File: src/rtl/refill_arbiter_if.sv
// Refill bus bundle: two cache miss ports (I-cache = c0, D-cache = c1)
// plus the shared memory read port. The arbiter uses the slave view. The
// environment (caches and memory model) uses the master view.
interface refill_arbiter_if #(
    parameter int ADDR_W = 32,
    parameter int LINE_W = 128
);
    // Cache port 0 (instruction cache)
    logic              c0_rd_req;
    logic [ADDR_W-1:0] c0_rd_addr;
    logic              c0_ret_valid;
    logic [LINE_W-1:0] c0_ret_data;

    // Cache port 1 (data cache)
    logic              c1_rd_req;
    logic [ADDR_W-1:0] c1_rd_addr;
    logic              c1_ret_valid;
    logic [LINE_W-1:0] c1_ret_data;

    // Shared memory read port
    logic              mem_rd_req;
    logic [ADDR_W-1:0] mem_rd_addr;
    logic              mem_rd_rdy;
    logic              mem_ret_valid;
    logic [LINE_W-1:0] mem_ret_data;

    modport slave (
        input  c0_rd_req, c0_rd_addr, c1_rd_req, c1_rd_addr,
        input  mem_rd_rdy, mem_ret_valid, mem_ret_data,
        output c0_ret_valid, c0_ret_data, c1_ret_valid, c1_ret_data,
        output mem_rd_req, mem_rd_addr
    );

    modport master (
        output c0_rd_req, c0_rd_addr, c1_rd_req, c1_rd_addr,
        output mem_rd_rdy, mem_ret_valid, mem_ret_data,
        input  c0_ret_valid, c0_ret_data, c1_ret_valid, c1_ret_data,
        input  mem_rd_req, mem_rd_addr
    );
endinterface

File: src/rtl/refill_arbiter.sv
// Refill arbiter: shares one memory read port between the I-cache (port 0)
// and the D-cache (port 1). One miss is in flight at a time. When both
// ports request together, rr_ptr picks the winner, and rr_ptr then points
// at the loser after each transfer. A watchdog turns a lost memory response
// into a zero line plus a sticky error flag, so that no cache can hang.
module refill_arbiter #(
    parameter int ADDR_W  = 32,
    parameter int LINE_W  = 128,
    parameter int TIMEOUT = 255     // 1..255, compared against an 8-bit counter
) (
    input  logic                  clk,
    input  logic                  rst,          // async, active-low
    refill_arbiter_if.slave       bus,
    output logic                  busy,
    output logic                  timeout_err
);

    typedef enum logic [1:0] {
        ST_IDLE,
        ST_ISSUE,
        ST_WAIT,
        ST_RETURN
    } state_t;

    localparam logic [7:0] TIMEOUT_CNT = 8'(TIMEOUT);

    state_t            state_q, state_d;
    logic              rr_ptr_q, rr_ptr_d;
    logic              gnt_id_q, gnt_id_d;
    logic [ADDR_W-1:0] addr_q, addr_d;
    logic [7:0]        wd_q, wd_d;
    logic              timeout_err_q, timeout_err_d;
    logic              c0_ret_valid_q, c0_ret_valid_d;
    logic              c1_ret_valid_q, c1_ret_valid_d;
    logic [LINE_W-1:0] c0_ret_data_q, c0_ret_data_d;
    logic [LINE_W-1:0] c1_ret_data_q, c1_ret_data_d;

    // Arbitration and leave-WAIT scratch values
    logic              win_id;
    logic              finish;
    logic [LINE_W-1:0] line_sel;

    // Next-state logic. Return strobes and lines are loaded on the
    // WAIT->RETURN edge, so they are register outputs during RETURN.
    always_comb begin
        state_d        = state_q;
        rr_ptr_d       = rr_ptr_q;
        gnt_id_d       = gnt_id_q;
        addr_d         = addr_q;
        wd_d           = wd_q;
        timeout_err_d  = timeout_err_q;
        c0_ret_valid_d = 1'b0;
        c1_ret_valid_d = 1'b0;
        c0_ret_data_d  = c0_ret_data_q;
        c1_ret_data_d  = c1_ret_data_q;
        win_id         = 1'b0;
        finish         = 1'b0;
        line_sel       = '0;

        unique case (state_q)
            ST_IDLE: begin
                if (bus.c0_rd_req || bus.c1_rd_req) begin
                    // A single requester wins outright. On a tie, rr_ptr decides.
                    win_id   = (bus.c0_rd_req && bus.c1_rd_req) ? rr_ptr_q : bus.c1_rd_req;
                    gnt_id_d = win_id;
                    addr_d   = win_id ? bus.c1_rd_addr : bus.c0_rd_addr;
                    state_d  = ST_ISSUE;
                end
            end

            ST_ISSUE: begin
                if (bus.mem_rd_rdy) begin
                    wd_d    = '0;
                    state_d = ST_WAIT;
                end
            end

            ST_WAIT: begin
                // Real data beats the watchdog on the same cycle.
                if (bus.mem_ret_valid) begin
                    line_sel = bus.mem_ret_data;
                    finish   = 1'b1;
                end else if (wd_q == TIMEOUT_CNT) begin
                    line_sel      = '0;
                    timeout_err_d = 1'b1;
                    finish        = 1'b1;
                end else begin
                    wd_d = wd_q + 8'd1;
                end

                if (finish) begin
                    state_d = ST_RETURN;
                    if (gnt_id_q) begin
                        c1_ret_valid_d = 1'b1;
                        c1_ret_data_d  = line_sel;
                    end else begin
                        c0_ret_valid_d = 1'b1;
                        c0_ret_data_d  = line_sel;
                    end
                end
            end

            ST_RETURN: begin
                rr_ptr_d = ~gnt_id_q;
                state_d  = ST_IDLE;
            end

            default: state_d = ST_IDLE;
        endcase
    end

    // State register. Reset drops any in-flight transfer immediately.
    always_ff @(posedge clk or negedge rst) begin
        if (!rst) begin
            state_q        <= ST_IDLE;
            rr_ptr_q       <= 1'b0;
            gnt_id_q       <= 1'b0;
            addr_q         <= '0;
            wd_q           <= '0;
            timeout_err_q  <= 1'b0;
            c0_ret_valid_q <= 1'b0;
            c1_ret_valid_q <= 1'b0;
            c0_ret_data_q  <= '0;
            c1_ret_data_q  <= '0;
        end else begin
            state_q        <= state_d;
            rr_ptr_q       <= rr_ptr_d;
            gnt_id_q       <= gnt_id_d;
            addr_q         <= addr_d;
            wd_q           <= wd_d;
            timeout_err_q  <= timeout_err_d;
            c0_ret_valid_q <= c0_ret_valid_d;
            c1_ret_valid_q <= c1_ret_valid_d;
            c0_ret_data_q  <= c0_ret_data_d;
            c1_ret_data_q  <= c1_ret_data_d;
        end
    end

    // Output decode. All outputs are functions of registered state only.
    assign bus.mem_rd_req   = (state_q == ST_ISSUE);
    assign bus.mem_rd_addr  = addr_q;
    assign bus.c0_ret_valid = c0_ret_valid_q;
    assign bus.c0_ret_data  = c0_ret_data_q;
    assign bus.c1_ret_valid = c1_ret_valid_q;
    assign bus.c1_ret_data  = c1_ret_data_q;
    assign busy             = (state_q != ST_IDLE);
    assign timeout_err      = timeout_err_q;

endmodule

File: src/flat_wrapper.sv
// flat-port wrapper written by rule: the top's interface ports become plain ports
module refill_arbiter_flat 
#(
    parameter int ADDR_W  = 32,
    parameter int LINE_W  = 128,
    parameter int TIMEOUT = 255                                                 
)
  (clk, rst, busy, timeout_err, bus_c0_rd_req, bus_c0_rd_addr, bus_c1_rd_req, bus_c1_rd_addr, bus_mem_rd_rdy, bus_mem_ret_valid, bus_mem_ret_data, bus_c0_ret_valid, bus_c0_ret_data, bus_c1_ret_valid, bus_c1_ret_data, bus_mem_rd_req, bus_mem_rd_addr);
  refill_arbiter_if #(.ADDR_W(ADDR_W), .LINE_W(LINE_W)) bus_i ();
  input  logic clk;
  input  logic rst;
  output logic busy;
  output logic timeout_err;
  input wire logic [$bits(bus_i.c0_rd_req)-1:0] bus_c0_rd_req;
  input wire logic [$bits(bus_i.c0_rd_addr)-1:0] bus_c0_rd_addr;
  input wire logic [$bits(bus_i.c1_rd_req)-1:0] bus_c1_rd_req;
  input wire logic [$bits(bus_i.c1_rd_addr)-1:0] bus_c1_rd_addr;
  input wire logic [$bits(bus_i.mem_rd_rdy)-1:0] bus_mem_rd_rdy;
  input wire logic [$bits(bus_i.mem_ret_valid)-1:0] bus_mem_ret_valid;
  input wire logic [$bits(bus_i.mem_ret_data)-1:0] bus_mem_ret_data;
  output wire logic [$bits(bus_i.c0_ret_valid)-1:0] bus_c0_ret_valid;
  output wire logic [$bits(bus_i.c0_ret_data)-1:0] bus_c0_ret_data;
  output wire logic [$bits(bus_i.c1_ret_valid)-1:0] bus_c1_ret_valid;
  output wire logic [$bits(bus_i.c1_ret_data)-1:0] bus_c1_ret_data;
  output wire logic [$bits(bus_i.mem_rd_req)-1:0] bus_mem_rd_req;
  output wire logic [$bits(bus_i.mem_rd_addr)-1:0] bus_mem_rd_addr;
  assign bus_i.c0_rd_req = bus_c0_rd_req;
  assign bus_i.c0_rd_addr = bus_c0_rd_addr;
  assign bus_i.c1_rd_req = bus_c1_rd_req;
  assign bus_i.c1_rd_addr = bus_c1_rd_addr;
  assign bus_i.mem_rd_rdy = bus_mem_rd_rdy;
  assign bus_i.mem_ret_valid = bus_mem_ret_valid;
  assign bus_i.mem_ret_data = bus_mem_ret_data;
  assign bus_c0_ret_valid = bus_i.c0_ret_valid;
  assign bus_c0_ret_data = bus_i.c0_ret_data;
  assign bus_c1_ret_valid = bus_i.c1_ret_valid;
  assign bus_c1_ret_data = bus_i.c1_ret_data;
  assign bus_mem_rd_req = bus_i.mem_rd_req;
  assign bus_mem_rd_addr = bus_i.mem_rd_addr;
  refill_arbiter #(.ADDR_W(ADDR_W), .LINE_W(LINE_W), .TIMEOUT(TIMEOUT)) u_core (.clk(clk), .rst(rst), .bus(bus_i), .busy(busy), .timeout_err(timeout_err));
endmodule
File: config.mk
export PLATFORM = sky130hd
export DESIGN_NAME = refill_arbiter_flat
export DESIGN_NICKNAME = d
export VERILOG_FILES = /design/src/rtl/refill_arbiter_if.sv /design/src/rtl/refill_arbiter.sv /design/src/flat_wrapper.sv
export SDC_FILE = /design/constraint.sdc
export NUM_CORES = 1
export LEC_CHECK = 0
export ABC_AREA = 1
export CORE_AREA = 2 2 191 193
export CTS_CLUSTER_SIZE = 28
export DETAILED_ROUTE_END_ITERATION = 10
export DIE_AREA = 0 0 193 195
export HOLD_SLACK_MARGIN = 0.05
export MAX_ROUTING_LAYER = met4
export PLACE_DENSITY = 0.79
export SETUP_SLACK_MARGIN = 0.3
export SYNTH_ARGS = -nofsm -noshare
export SYNTH_HDL_FRONTEND = slang
export SYNTH_SLANG_ARGS = --single-unit
export TNS_END_PERCENT = 50
File: constraint.sdc
create_clock -name clk -period 3.7 [get_ports clk]
set_input_delay 0.37 -clock clk [delete_from_list [all_inputs] [get_ports clk]]
set_output_delay 0.37 -clock clk [all_outputs]
set_load 0.02 [all_outputs]
==> qor.txt <==
status - finished, final reports clean
Max Clock Skew - 0.0256 ns
Hold Violations, Final - 0
PwrDens - 869 nW/um^2
CTS tree - built
grt ovf - 0
core area - 35400 um^2
post-place setup slack - 1.18 ns
first-pass GRT wire length - 57100 um
Startpoint Class - register
worst hold path type - in2reg
crit end category - register
Total GRT Usage - 19.7%
initial DRC count - 519
Final #Nets - 1930
Avg Inst Size Synth - 9.89 um^2
LEAKAGE - 8.19 nW
Max Freq - 387 MHz
crit share post-route - 69.8%
I/O Buffers - 490
Core Util, Final - 52.6%
Power Total - 0.0162 W
Slew @ Worst Pin - 1.01 ns
die area - 37600 um^2
Setup TNS - 0 ns
# fillers - 3102
CTS Buf Count - 35
max-slew violations - 0
VDD IR max - 0.502 mV
vias after detailed routing - 10600
Initial Utilization - 35.3%
critical path arrival - 2.94 ns
ant diodes - 0
register bit count reported by yosys - 303
vias in the first global route - 10500
Post-CTS Resized - 0
Die W - 193 um
Multi-input gate area - 4180 um^2
Final setup viols - 0
initial antenna violation count - 0
most common cell after layout, fill and taps aside - clkdlybuf4s50_1
final wirelength - 37000 um
cts hold-fix bufs - 1
CP cell instances - inv_1 > ha_1 > inv_1 > nor2_1 > nand2_8 > buf_4 > nand2_1 > o21ai_1
CP peak stage delay - 0.48 ns
Syn Inst Count - 1262
RSZ-0062 raised after global routing - no
Slowest cell on crit path - buf_4
largest net degree at the start of global routing - 128
share of post-route cells with drive strength above 1 - 10.7%
critical path class - reg2reg
slew margin rel. - 32.7%
clock buffer depth - 3
I/O pin count - 491
Max Cap Viol - 0
Clk pin slew, worst setup/hold paths - 0.06 ns
min Tclk post-route - 2.58 ns
wire length per cell - 16.8 um
Sink Count - 303
required time of the critical path - 4.06 ns
Seq/Total Area, Yosys - 60.7%
synthesis warning total - 0
Final GP Congestion - 0.858
via count normalized by instance count - 4.79
die height - 195 um
Reg area - 7580 um^2
row cnt - 69
Root Driver - clkbuf_16
Worst-Skew Late Latency - 0.52 ns
post-synthesis cell area - 12500 um^2
DP Wirelength - 26600 um
CTS H-Tree Depth - 2
DRC Markers - 0
ANT nets after route - 0
Most common cell on crit path - inv_1
Area Overhead vs Synth - 49.2%
number of setup buffers added after CTS - 0
DRT Pass-1 Iters - 5
Hold WS - 0.200 ns
Synth cell types - 23
setup slack after layout - 1.12 ns
Crit Path Max Fanout - 71
Syn Nets - 1466
most frequent cells in the layout - clkdlybuf4s50_1 (488), nand2_1 (462), dfrtp_1 (303)
[sequential cells by signal, indices dropped and copies added, names as in the netlist, 2 cells and up]
| register | cells |
|---|---|
| u_core.bus.c0_ret_data | 128 |
| u_core.bus.c1_ret_data | 128 |
| u_core.bus.mem_rd_addr | 32 |
| u_core.wd_q | 8 |
| u_core.state_q | 2 |
[Yosys cell counts]
cell	instances	area share, %
nand2_1	462	14
dfrtp_1	303	61
o21ai_1	121	4.9
o21ai_2	110	7.7
o21ai_0	92	3.7
buf_6	47	4.2
nor2_1	46	1.4
clkbuf_1	29	0.87
inv_1	18	0.54
nand3_1	9	0.36
ha_1	6	0.60
a21oi_1	3	0.12
buf_4	3	0.18
buf_2	2	0.080
nand4_1	2	0.10
o21bai_1	2	0.12
clkbuf_2	1	0.040
nand2_2	1	0.050
nand2_4	1	0.090
nand3_4	1	0.14
nor3b_1	1	0.060
or2_2	1	0.050
xor2_1	1	0.070
[worst max-delay path: cells and delay by family (launching register included)]
family	cells	cell delay, ns
buffers and inverters	3	0.76
and+or+nand+nor	3	0.76
DFF	1	0.41
adders and majority gates	1	0.33
AOI/OAI and AO/OA	1	0.08
[through the flow]
| step | instances | instance area [um^2] |
|---|---|---|
| 6_report | 2210 | 18600 |
| 5_1_grt | 2210 | 18600 |
| 4_1_cts | 2210 | 18600 |
| 3_5_place_dp | 2149 | 17500 |
| 3_3_place_gp | 2149 | 17500 |
| 2_1_floorplan | 1262 | 12500 |
[kinds of logic (layout without fill, tap and decap cells)]
logic type,after synthesis,in the layout,share of synthesized area (%)
AOI/OAI and AO/OA,328,328,16.5
xor gates and xnor gates,1,1,0.0702
adders and majority gates,6,6,0.601
buffers and inverters,100,587,5.95
DFF,303,303,60.7
and+or+nand+nor,524,524,16.1
[final timing paths]
| check | slack (ns) | start | depth (start not counted) | end |
|---|---|---|---|---|
| max | 1.12 | u_core.state_q[0] | 8 | u_core.bus.c0_ret_data[22] |
| max reg2reg | 1.12 | u_core.state_q[0] | 8 | u_core.bus.c0_ret_data[22] |
| min reg2reg | 0.48 | u_core.bus.c1_ret_data[93] | 2 | u_core.bus.c1_ret_data[93] |
| min | 0.20 | bus_mem_ret_valid | 4 | u_core.timeout_err |
| min in group asynchronous | 0.55 | rst | 2 | u_core.bus.c1_ret_data[114] |
| max in group asynchronous | 2.25 | rst | 3 | u_core.bus.c0_ret_data[29] |
[metal layers]
| layer | vias to the layer above | share of wire (%) | global-route usage [%] |
|---|---|---|---|
| li1 | 5068 | - | - |
| met1 | 5009 | 40 | 23.4 |
| met2 | 432 | 49 | 32.4 |
| met3 | 74 | 7.8 | 4.71 |
| met4 | 0 | 3.8 | 7.63 |
| met5 | - | 0 | - |
[area by class of cell]
type / instances / area share [%]
Tap cell: 461 / 3.10
Clock inverter: 10 / 0.383
Clock buffer: 50 / 5.44
Multi-Input combinational cell: 859 / 22.4
Timing Repair Buffer: 509 / 27.6
Inverter: 18 / 0.363
Sequential cell: 303 / 40.7
[report_power, final]
part / leakage (nW) / internal (W) / switching, W
Combinational: 3.70 / 0.00337 / 0.00408
Sequential: 3.95 / 0.00471 / 0.000779
Clock: 0.535 / 0.00191 / 0.00135
Total: 8.19 / 0.00999 / 0.00621
No activity file was read; power rests on OpenSTA's default activity.
